## config.mk

```make
export PLATFORM = sky130hd
export DESIGN_NAME = ghist_manager_flat
export DESIGN_NICKNAME = d
export VERILOG_FILES = /design/src/rtl/ghist_pkg.sv /design/src/rtl/ghist_manager_if.sv /design/src/rtl/ghist_ckpt_fifo.sv /design/src/rtl/ghist_manager.sv /design/src/flat_wrapper.sv
export SDC_FILE = /design/constraint.sdc
export NUM_CORES = 1
export LEC_CHECK = 0
export CORE_MARGIN = 3
export CORE_UTILIZATION = 50
export DETAILED_ROUTE_END_ITERATION = 10
export PLACE_DENSITY = 0.71
export SYNTH_ARGS = -nofsm -noshare
export SYNTH_HDL_FRONTEND = slang
export SYNTH_SLANG_ARGS = --single-unit
export TNS_END_PERCENT = 5
```

## constraint.sdc

```tcl
create_clock -name CLK -period 18.2 [get_ports CLK]
set_input_delay 4.55 -clock CLK [delete_from_list [all_inputs] [get_ports CLK]]
set_output_delay 4.55 -clock CLK [all_outputs]
set_load 0.1 [all_outputs]
```

## src/rtl/ghist_pkg.sv

```systemverilog
// Shared constants and types for the TAGE speculative global-history manager.
package ghist_pkg;

    localparam int GlobLen      = 131;
    localparam int ADDRESS_SIZE = 32;
    localparam int CKPT_DEPTH   = 8;
    localparam int CKPT_AW      = 3;

    typedef enum logic {
        RUN     = 1'b0,
        RECOVER = 1'b1
    } ghist_state_e;

    // History as it stood before this branch shifted in, plus its predicted direction.
    typedef struct packed {
        logic [GlobLen-1:0] hist;
        logic               pred;
    } ckpt_entry_t;

endpackage

```

## src/rtl/ghist_manager_if.sv

```systemverilog
// Prediction/resolution handshake between the fetch front end and ghist_manager.
interface ghist_manager_if;
    import ghist_pkg::*;

    // A prediction transfers on a cycle where pred_valid & pred_ready are both high;
    // pred_pc/pred_taken must be stable while pred_valid is high. res_valid has no
    // ready: it always resolves the oldest in-flight branch and is ignored when none exist.
    logic                    pred_valid;
    logic [ADDRESS_SIZE-1:0] pred_pc;
    logic                    pred_taken;
    logic                    pred_ready;
    logic                    res_valid;
    logic                    res_taken;
    ghist_state_e            state_dbg;

    modport master (
        output pred_valid, pred_pc, pred_taken, res_valid, res_taken,
        input  pred_ready, state_dbg
    );

    modport slave (
        input  pred_valid, pred_pc, pred_taken, res_valid, res_taken,
        output pred_ready, state_dbg
    );

endinterface

```

## src/rtl/ghist_ckpt_fifo.sv

```systemverilog
// In-order checkpoint queue of in-flight branches with push, pop and whole-queue clear.
module ghist_ckpt_fifo
    import ghist_pkg::*;
(
    input  logic              CLK,
    input  logic              reset,
    input  logic              push,
    input  logic              pop,
    input  logic              clear,
    input  ckpt_entry_t       wr_entry,
    output ckpt_entry_t       head,
    output logic [CKPT_AW:0]  occupancy
);

    localparam logic [CKPT_AW-1:0] PTR_ONE = 1;
    localparam logic [CKPT_AW:0]   OCC_ONE = 1;

    ckpt_entry_t        mem [CKPT_DEPTH];
    logic [CKPT_AW-1:0] wr_ptr;
    logic [CKPT_AW-1:0] rd_ptr;

    assign head = mem[rd_ptr];

    always_ff @(posedge CLK) begin
        if (!reset || clear) begin
            wr_ptr    <= '0;
            rd_ptr    <= '0;
            occupancy <= '0;
        end else begin
            if (push)
                wr_ptr <= wr_ptr + PTR_ONE;
            if (pop)
                rd_ptr <= rd_ptr + PTR_ONE;
            case ({push, pop})
                2'b10:   occupancy <= occupancy + OCC_ONE;
                2'b01:   occupancy <= occupancy - OCC_ONE;
                default: occupancy <= occupancy;
            endcase
        end
    end

    // Storage carries no reset; only the pointers define which entries are live.
    always_ff @(posedge CLK) begin
        if (push)
            mem[wr_ptr] <= wr_entry;
    end

endmodule

```

## src/rtl/ghist_manager.sv

```systemverilog
// Speculative global-history manager feeding the TAGE index/tag generator.
// Optional GHIST_PERF_CNT_EN adds saturating branch/mispredict counters.
module ghist_manager
    import ghist_pkg::*;
(
    input  logic                    CLK,
    input  logic                    reset,
    ghist_manager_if.slave          br,
    output logic [GlobLen-1:0]      ghist,
    output logic [ADDRESS_SIZE-1:0] pc_addr,
    output logic                    index_tag_enable,
    output logic                    flush,
    output logic [CKPT_AW:0]        occupancy
`ifdef GHIST_PERF_CNT_EN
    ,
    output logic [31:0]             branch_cnt,
    output logic [31:0]             mispred_cnt
`endif
);

    localparam logic [CKPT_AW:0] OCC_FULL = CKPT_DEPTH;

    ghist_state_e       state;
    logic [GlobLen-1:0] spec_hist;
    ckpt_entry_t        head;
    ckpt_entry_t        push_entry;
    logic               res_fire;
    logic               mispredict;
    logic               resolve_ok;
    logic               accept;

    assign res_fire   = br.res_valid & (occupancy != '0);
    assign mispredict = res_fire & (br.res_taken != head.pred);
    assign resolve_ok = res_fire & ~mispredict;

    assign br.pred_ready = reset & (state == RUN) & (occupancy != OCC_FULL);
    // A mispredict in the same cycle squashes the offered branch: it was fetched down the wrong path.
    assign accept        = br.pred_valid & br.pred_ready & ~mispredict;
    assign br.state_dbg  = state;

    assign push_entry.hist = spec_hist;
    assign push_entry.pred = br.pred_taken;

    ghist_ckpt_fifo u_ckpt_fifo (
        .CLK       (CLK),
        .reset     (reset),
        .push      (accept),
        .pop       (resolve_ok),
        .clear     (mispredict),
        .wr_entry  (push_entry),
        .head      (head),
        .occupancy (occupancy)
    );

    always_ff @(posedge CLK) begin
        if (!reset) begin
            state            <= RUN;
            spec_hist        <= '0;
            ghist            <= '0;
            pc_addr          <= '0;
            index_tag_enable <= 1'b0;
            flush            <= 1'b0;
        end else begin
            index_tag_enable <= accept;
            flush            <= mispredict;
            case (state)
                RUN: begin
                    if (mispredict) begin
                        // Rebuild from the checkpoint taken before the head branch, then shift in its real outcome.
                        spec_hist <= GlobLen'({head.hist, br.res_taken});
                        state     <= RECOVER;
                    end else if (accept) begin
                        spec_hist <= GlobLen'({spec_hist, br.pred_taken});
                        ghist     <= spec_hist;
                        pc_addr   <= br.pred_pc;
                    end
                end
                RECOVER: state <= RUN;
                default: state <= RUN;
            endcase
        end
    end

`ifdef GHIST_PERF_CNT_EN
    always_ff @(posedge CLK) begin
        if (!reset) begin
            branch_cnt  <= '0;
            mispred_cnt <= '0;
        end else begin
            if (accept && branch_cnt != 32'hFFFF_FFFF)
                branch_cnt <= branch_cnt + 32'd1;
            if (mispredict && mispred_cnt != 32'hFFFF_FFFF)
                mispred_cnt <= mispred_cnt + 32'd1;
        end
    end
`endif

endmodule

```

## src/flat_wrapper.sv

```systemverilog
// flat-port wrapper written by rule: the top's interface ports become plain ports
module ghist_manager_flat import ghist_pkg::*;
  (CLK, reset, ghist, pc_addr, index_tag_enable, flush, occupancy, br_pred_valid, br_pred_pc, br_pred_taken, br_res_valid, br_res_taken, br_pred_ready, br_state_dbg);
  ghist_manager_if br_i ();
  input  logic CLK;
  input  logic reset;
  output logic [GlobLen-1:0] ghist;
  output logic [ADDRESS_SIZE-1:0] pc_addr;
  output logic index_tag_enable;
  output logic flush;
  output logic [CKPT_AW:0] occupancy;
  input wire logic [$bits(br_i.pred_valid)-1:0] br_pred_valid;
  input wire logic [$bits(br_i.pred_pc)-1:0] br_pred_pc;
  input wire logic [$bits(br_i.pred_taken)-1:0] br_pred_taken;
  input wire logic [$bits(br_i.res_valid)-1:0] br_res_valid;
  input wire logic [$bits(br_i.res_taken)-1:0] br_res_taken;
  output wire logic [$bits(br_i.pred_ready)-1:0] br_pred_ready;
  output wire logic [$bits(br_i.state_dbg)-1:0] br_state_dbg;
  assign br_i.pred_valid = br_pred_valid;
  assign br_i.pred_pc = br_pred_pc;
  assign br_i.pred_taken = br_pred_taken;
  assign br_i.res_valid = br_res_valid;
  assign br_i.res_taken = br_res_taken;
  assign br_pred_ready = br_i.pred_ready;
  assign br_state_dbg = br_i.state_dbg;
  ghist_manager u_core (.CLK(CLK), .reset(reset), .br(br_i), .ghist(ghist), .pc_addr(pc_addr), .index_tag_enable(index_tag_enable), .flush(flush), .occupancy(occupancy));
endmodule
```

* Word-level counts from Yosys, hierarchy flattened
Memory sizes are Yosys's and may differ from the RTL's. A register that Yosys moved wholly into a read port is not among the register bits. Cells that the tools add are included.
Word-level totals: bits in latches 0, bits in registers 307, output and inout bits 171, ROM bits 0, bits of input ports 38, memories kept 1, bits in writable memories 1056
Memory list:
- u_core.u_ckpt_fifo.mem | words 8, width 132, read ports 1, clocked after memory_dff 1, write ports 1, RTL line ghist_ckpt_fifo.sv:18 | ckpt_entry_t mem [CKPT_DEPTH];
Operators by class: multiply operators 0, bitwise gates (word level) 9, shift operators 0, reduce and logical (&&, ||, !) cells 7, $add $sub $neg 4, equality and inequality tests 4, div/mod/pow operators 0, magnitude comparators 0, multiplexer cells 9
Operator list (count):
- 131-bit two-way mux | 2
- 4-bit case mux with 2 select lines | 1
- 1-bit AND | 7
- 3-bit by 1-bit adder with 3-bit output (second input constant) | 2
- 3-bit two-way mux | 2
- 4-bit by 1-bit adder with 4-bit output (second input constant) | 1
- 4-bit inequality test (second input constant) | 1
- 2-bit nonzero test | 2
- 4-bit nonzero test | 1
- 4-bit by 1-bit subtractor with 4-bit output (second input constant) | 1
- 1-bit two-way mux | 3
- 3-bit AND reduction | 1
- 2-bit by 1-bit equality test with 1-bit output (second input constant) | 1
- 2-bit equality test (second input constant) | 1
- 1-bit inverter | 2
- 1-bit case mux with 2 select lines | 1
- 2-bit AND reduction | 1
- 1-bit logical NOT | 1
- 1-bit logical OR | 1
- 1-bit inequality test | 1

* Logic depth before layout (Yosys ltp)
Gate-level depths: netlist of run 1.
depth after elaboration 7, gate-level depth with buffers 15

* By module
A second synthesis of run 1 with hierarchy kept.
Unflattened totals: cells, all modules 3050, area total of the unflattened synthesis 52375.2 sq um
By module, submodules not included:
- ghist_ckpt_fifo | area each 40839.2 sq um, cells an instance 1597, seq. area each 31970.7 sq um, instances 1
- ghist_manager | area each 11536.1 sq um, cells an instance 1453, seq. area each 5945.7 sq um, instances 1

* Least setup slack after synthesis of run 1
No wires, ideal clock.
kind input port to flip-flop, from input reset, to memory u_core.u_ckpt_fifo.mem[0][0] (netlist name), enable pin, path slack -900 ps, stages 8, arrival 18158 ps, library setup time 942 ps, cell sequence clkbuf_1 -> nand2b_1 -> a211o_1 -> a21oi_2 -> inv_2 -> buf_4 -> buf_4 -> nor4_1
Between the ends: longest elaborated chain between the ends 6
Ends and longest elaborated chain:
- start, declared | RTL line flat_wrapper.sv:6 | input logic reset;
- 1-bit AND (2 in a row) | RTL line ghist_manager.sv:36 | assign br.pred_ready = reset & (state == RUN) & (occupancy != OCC_FULL);
- 1-bit AND (2 in a row) | RTL line ghist_manager.sv:38 | assign accept = br.pred_valid & br.pred_ready & ~mispredict;
- 1-bit two-way mux | RTL line ghist_ckpt_fifo.sv:44 | if (push)
- 1-bit two-way mux (implied by the code) | RTL line ghist_ckpt_fifo.sv:45 | mem[wr_ptr] <= wr_entry;
- end, declared | RTL line ghist_ckpt_fifo.sv:18
Every way passes these cells.

* Final worst setup path of run 1
from input reset, to output br_pred_ready
Between the ends: longest elaborated chain between the ends 2
Ends and longest elaborated chain:
- 1-bit AND (2 in a row) | RTL line ghist_manager.sv:36
- end, declared | RTL line flat_wrapper.sv:17 | output wire logic [$bits(br_i.pred_ready)-1:0] br_pred_ready;
Every way passes these cells.

==> results.sh, run 1 <==
export IMPL_fill_cells=7093
export IMPL_post_route_clock_period_utilization_pct=62.8
export IMPL_netlist_area_mm2=0.0503
export IMPL_crit_fanout=89
export IMPL_multi_input_comb_area_mm2=0.0119
export IMPL_ys_warnings_count=0
export IMPL_yosys_register_bits=1358
export IMPL_cts_repair_resize_count=0
export IMPL_postCtsHoldBufs=0
export IMPL_cts_clk_slew_worst_paths_ps=50
export IMPL_netlist_cell_type_count=44
export IMPL_layout_nets=2884
export IMPL_cts_sinks=1358
export IMPL_startpoint_class="primary input"
export IMPL_power_leakage_nw=19.8
export IMPL_maxCapViolations=0
export IMPL_totalWireLength_um=109000
export IMPL_worstPathArrival_ps=6870
export IMPL_insertion_delay_ps=730
export IMPL_fin_hold_ws_ps=458
export IMPL_floorplan_io_pins=209
export IMPL_rows=115
export IMPL_period_minus_slack_ps=11420
export IMPL_htreeDepth=4
export IMPL_setup_tns_final_ps=0
export IMPL_maxClockFrequency_mhz=87.5
export IMPL_overflow=0
export IMPL_irDropWorstVdd_mv=0.0996
export IMPL_ff_latch_area_mm2=0.0377
export IMPL_path_buf_inv=2
export IMPL_worst_hold_check_path_type="flop to flop"
export IMPL_cpMaxStageDelayCell="clkdlybuf4s50_1"
export IMPL_ordered_cell_list_for_the_critical_path="buf_6 -> nand2b_1 -> a21oi_1 -> clkdlybuf4s50_1"
export IMPL_worst_case_clock_skew_ps=24.3
export IMPL_pwr_density_cell_mw_per_mm2=141
export IMPL_cts_tree="built"
export IMPL_ant_nets=0
export IMPL_routedWlPerCell_um=25.7
export IMPL_grt_start_max_net_pins=168
export IMPL_outcome="finished, final reports clean"
export IMPL_first_pass_grt_wire_length_um=166000
export IMPL_timing_final_hold_violations=0
export IMPL_number_of_antenna_violations_at_the_first_check_in_global_routing=1
export IMPL_worst_path_dominant_cell_family="buffers and inverters"
export IMPL_synth_top_area_share_pct=62.6
export IMPL_die_width_um=323
export IMPL_slew_headroom_pct=11.3
export IMPL_post_synth_inst_count=2631
export IMPL_dp_final_hpwl_um=53000
export IMPL_total_routing_usage_reported_by_global_routing_pct=21.0
export IMPL_finalSetupViolCount=0
export IMPL_synth_area_leaders="edfxtp_1, dfxtp_1, mux4_2"
export IMPL_ctsLongestPathBuffers=3
export IMPL_grt_pass1_vias=27200
export IMPL_cts_root_buffer_cell="clkbuf_16"
export IMPL_synth_area_per_cell_um2=19.1
export IMPL_globalplace_congestion=0.734
export IMPL_yosys_cell_count_top_type="edfxtp_1"
export IMPL_buffer_ports_inserted=208
export IMPL_proportion_of_synthesized_chip_area_in_sequential_cells_pct=74.9
export IMPL_1st_iter_drt_viols=2319
export IMPL_layout_area_overhead_vs_synth_pct=15.8
export IMPL_diodes=0
export IMPL_drt_first_pass_iters=5
export IMPL_synthDominantAreaCellType="edfxtp_1"
export IMPL_required_ps=13650
export IMPL_vias=25700
export IMPL_crit_path_max_incr_delay_ps=1160
export IMPL_timing_critical_path_to_type="output port"
export IMPL_synth_async_sr_flop_share_pct=0
export IMPL_max_slew_worst_pin_slew_ps=1330
export IMPL_post_route_cells_drive_above_1_share_pct=21.5
export IMPL_r2r_slack_ps=11870
export IMPL_floorplan_core_area_mm2=0.0991
export IMPL_worstSetupPathType="primary input to output port"
export IMPL_post_cts_setup_buffer_count=0
export IMPL_drcViolationCount=0
export IMPL_initial_core_util_pct=50.7
export IMPL_maxSlewViolCount=0
export IMPL_vias_per_inst=6.07
export IMPL_synth_top_flop_cell="edfxtp_1"
export IMPL_numCtsBuffers=139
export IMPL_synth_edf_count=1048
export IMPL_die_area_mm2=0.104
export IMPL_syn_num_nets=2675
export IMPL_netlist_top_cells_count="edfxtp_1, dfxtp_1, mux4_2"
export IMPL_vertical_die_dimension_um=323
export IMPL_grt_setup_unrepaired="false"
[state kept, by name, indices dropped and copies added (netlist names), named ones only]
register	flops
u_core.u_ckpt_fifo.mem	1048
u_core.flush	1
u_core.spec_hist	131
u_core.br.state_dbg	1
u_core.pc_addr	32
u_core.u_ckpt_fifo.occupancy	4
u_core.u_ckpt_fifo.rd_ptr	3
u_core.ghist	131
u_core.index_tag_enable	1
u_core.u_ckpt_fifo.wr_ptr	3
[cell type report]
cell class	instances	area share, %
clock buffers	185	6.67
well taps	1287	2.76
multi-input cells	1089	20.4
repair buffers	243	4.19
flip-flops and latches	1358	64.7
clock inverters	72	1.26
inverters	9	0.0666
[worst paths after layout]
check                                                     from                                  endpoint  depth (start not counted)
worst min-delay path            u_core.ghist[130]$_SDFFE_PN0P_            u_core.ghist[130]$_SDFFE_PN0P_                          2
worst max register to register                            flop  u_core.u_ckpt_fifo.mem[2][123]$_DFFE_PP_                          9
worst min register to register  u_core.ghist[130]$_SDFFE_PN0P_            u_core.ghist[130]$_SDFFE_PN0P_                          2
worst max-delay path                                     reset                             br_pred_ready                          4
[stage by stage]
stage,util (%),area [um^2],setup WS [ps],std cells,power [mW]
floorplan,-,50300,2540,2631,5.07
global placement,54.1,53700,6800,3986,5.40
detailed placement,54.1,53700,6820,3986,5.45
CTS,58.8,58300,6820,4243,8.28
global route,58.8,58300,6710,4243,8.51
finish,58.8,58300,6780,4243,8.20
[worst min-delay path: cells and delay by family (launching register included)]
kind / cells / cell delay (ps)
DFF: 1 / 310
and+or+nand+nor: 1 / 50
AOI/OAI and AO/OA: 1 / 60
[layer usage]
metal	global-route usage, %	up-vias	routed length (um)
li1	-	11100	-
met1	27.4	13600	44000
met2	36.0	854	55600
met3	3.71	183	6480
met4	7.27	0	2890
met5	0	-	0
[cells in the final DEF, fill, tap and decap left out, types with 4 or more instances in the layout]
master	count
nor3_1	6
inv_6	9
clkbuf_1	27
nor3_2	4
and3_1	130
o21ai_0	35
bufinv_16	10
clkinvlp_4	7
a211o_1	131
buf_12	8
buf_4	28
nand3_1	34
nor2_1	145
clkinv_2	25
mux2i_1	130
a31o_1	30
nand2_1	38
edfxtp_1	1048
clkbuf_16	143
ha_1	5
a31o_2	100
clkbuf_8	15
clkinv_1	14
inv_1	8
a21oi_1	7
mux4_2	262
clkdlybuf4s50_1	206
dfxtp_1	307
[cell families (layout without fill, tap and decap cells)]
group           after synthesis  in the layout  synth area share (%)
flops                      1358           1358                  74.9
mux                         395            395                  14.4
simple gates                367            367                  3.53
compound gates              315            315                  5.21
buf+inv                     184            509                  1.68
fa+ha+maj                     6              6                 0.164
xor+xnor                      6              6                 0.104
[power by group]
part           switching [mW]  internal (mW)  total [mW]
Sequential              0.230           3.64        3.87
Combinational           0.868          0.636        1.50
Clock                    1.17           1.66        2.83
Total                    2.27           5.93        8.20
(Power assumes the default switching activity.)
==> run 2: changes to the inputs <==
==> constraint.sdc (replaced) <==
create_clock -name CLK -period 9.5 [get_ports CLK]
set_input_delay 2.375 -clock CLK [delete_from_list [all_inputs] [get_ports CLK]]
set_output_delay 2.375 -clock CLK [all_outputs]
set_load 0.1 [all_outputs]
==> run 2 against run 1 <==
First-iteration DRC count fell by 11%. Largest power group unchanged. Highest routed layer unchanged. Clock-buffer cell count rose by 16. Worst setup slack worse by 4300 ps. Worst hold slack got worse by 0.85 ps. Final area decreased by 0.39%. Global-route usage is 0.096 points lower. Critical path type unchanged. Clock power rose by 84%. Wire length is 1.3% lower. Non-clock buffer count up 3. Sequential power rose by 91%. Clock skew increased by 1.3 ps. Critical endpoint unchanged. Critical path depth is the same.
==> results.sh, run 2 (synthesized netlist as in run 1, its figures left out) <==
export IMPL_largest_register="u_core.u_ckpt_fifo.mem"
export IMPL_worst_case_clock_skew_ps=25.6
export IMPL_startpoint_class="primary input"
export IMPL_largest_register_ffs=1048
export IMPL_top_layer="met4"
export IMPL_worst_hold_check_path_type="flop to flop"
export IMPL_vertical_die_dimension_um=323
export IMPL_crit_fanout=105
export IMPL_number_of_antenna_violations_at_the_first_check_in_global_routing=0
export IMPL_drcViolationCount=0
export IMPL_rows=115
export IMPL_ctsLongestPathBuffers=3
export IMPL_insertion_delay_ps=730
export IMPL_worstSetupPathType="primary input to output port"
export IMPL_final_area_mm2=0.0580
export IMPL_layout_area_overhead_vs_synth_pct=15.4
export IMPL_total_routing_usage_reported_by_global_routing_pct=20.9
export IMPL_dp_final_hpwl_um=54600
export IMPL_cts_sinks=1358
export IMPL_timing_final_hold_violations=0
export IMPL_place_ws_ps=2370
export IMPL_irDropWorstVdd_mv=0.216
export IMPL_met3_routed_wirelength_um=7530
export IMPL_grt_setup_unrepaired="false"
export IMPL_buffer_ports_inserted=208
export IMPL_totalWireLength_um=108000
export IMPL_setup_tns_final_ps=0
export IMPL_outcome="finished, final reports clean"
export IMPL_vias_per_inst=6.07
export IMPL_overflow=0
export IMPL_worstPathArrival_ps=4690
export IMPL_path_buf_inv=2
export IMPL_period_minus_slack_ps=7060
export IMPL_ordered_cell_list_for_the_critical_path="buf_6 -> nand2b_1 -> a21oi_1 -> clkdlybuf4s50_1"
export IMPL_ant_nets=0
export IMPL_slew_headroom_pct=17.6
export IMPL_hold_path_startpoint="u_core.pc_addr[20]$_SDFFE_PN0P_"
export IMPL_grt_start_max_net_pins=165
export IMPL_layout_nets=2885
export IMPL_maxCapViolations=0
export IMPL_post_route_cells_drive_above_1_share_pct=20.6
export IMPL_worst_setup_path_startpoint="reset"
export IMPL_layout_top_registers="u_core.u_ckpt_fifo.mem (1048), u_core.ghist (131), u_core.spec_hist (131)"
export IMPL_layout_cells_most_common="edfxtp_1"
export IMPL_dpl_instance_area_mm2=0.0537
export IMPL_floorplan_core_area_mm2=0.0991
export IMPL_die_width_um=323
export IMPL_required_ps=7130
export IMPL_grt_pass1_vias=27200
export IMPL_initial_core_util_pct=50.7
export IMPL_cpMaxStageDelayCell="clkdlybuf4s50_1"
export IMPL_crit_path_max_incr_delay_ps=1160
export IMPL_routedWlPerCell_um=25.4
export IMPL_power_leakage_nw=19.7
export IMPL_timing_critical_path_to_type="output port"
export IMPL_htreeDepth=4
export IMPL_layout_common_cells="edfxtp_1, dfxtp_1, mux4_2, clkdlybuf4s50_1, nor2_1"
export IMPL_pwr_density_cell_mw_per_mm2=267
export IMPL_postCtsHoldBufs=0
export IMPL_worst_path_dominant_cell_family="buffers and inverters"
export IMPL_numCtsBuffers=137
export IMPL_first_pass_grt_wire_length_um=166000
export IMPL_finalWorstSetupSlack_ps=2440
export IMPL_maxSlewViolCount=0
export IMPL_max_slew_worst_pin_slew_ps=1210
export IMPL_drt_first_pass_iters=5
export IMPL_finalSetupViolCount=0
export IMPL_cts_root_buffer_cell="clkbuf_16"
export IMPL_die_area_mm2=0.104
export IMPL_floorplan_io_pins=209
export IMPL_maxClockFrequency_mhz=142
export IMPL_1st_iter_drt_viols=2073
export IMPL_diodes=0
export IMPL_met2_routed_length_um=54200
export IMPL_cts_clk_slew_worst_paths_ps=60
export IMPL_globalplace_congestion=0.756
export IMPL_cts_tree="built"
export IMPL_vias=25700
export IMPL_cts_repair_resize_count=0
export IMPL_drt_met1_wl_um=43100
export IMPL_post_route_clock_period_utilization_pct=74.3
export IMPL_post_cts_setup_buffer_count=0
run 2: final cells by class:
cell class / count / area (um^2)
clock buffers: 201 / 3880
clock inverters: 52 / 483
fillers: 7111 / 41100
inverters: 9 / 38.8
multi-input cells: 1089 / 11900
flip-flops and latches: 1358 / 37700
well taps: 1287 / 1610
repair buffers: 246 / 2470
run 2: power breakdown:
group	total [mW]	internal (mW)	leakage (nW)	switching, mW
sequential	7.39	6.97	11.9	0.422
combinational	2.90	1.22	5.67	1.68
clock	5.20	3.03	2.11	2.17
total	15.5	11.2	19.7	4.27
run 2: metal layers:
layer	up-vias	track usage [%]
met4	0	6.74
met1	13500	27.6
met3	177	4.20
met5	-	0
met2	979	35.2
li1	11100	-
run 2: final timing paths:
path | to | slack [ps] | depth (start not counted)
worst min-delay path | u_core.pc_addr[20]$_SDFFE_PN0P_ | 460 | 2
worst max-delay path | br_pred_ready | 2440 | 4
worst min register to register | u_core.pc_addr[20]$_SDFFE_PN0P_ | 460 | 2
worst max register to register | u_core.u_ckpt_fifo.mem[3][118]$_DFFE_PP_ | 3920 | 11
run 2: stage by stage:
step,hold WS [ps],total power [mW],std cells,utilization (%)
2_1_floorplan,435,9.71,2631,-
3_3_place_gp,445,10.4,3989,54.2
3_5_place_dp,454,10.4,3989,54.2
4_1_cts,461,15.6,4242,58.6
5_1_grt,490,16.1,4242,58.6
6_report,457,15.5,4242,58.6
run 2: worst register-to-register path: cells and delay by family, from the launching register on:
family	cells	cell delay [ps]
AND/OR/NAND/NOR	1	300
flip-flops	1	330
buffers and inverters	6	3310
XOR/XNOR	1	230
AO/OA/AOI/OAI	1	190
multiplexers	2	820
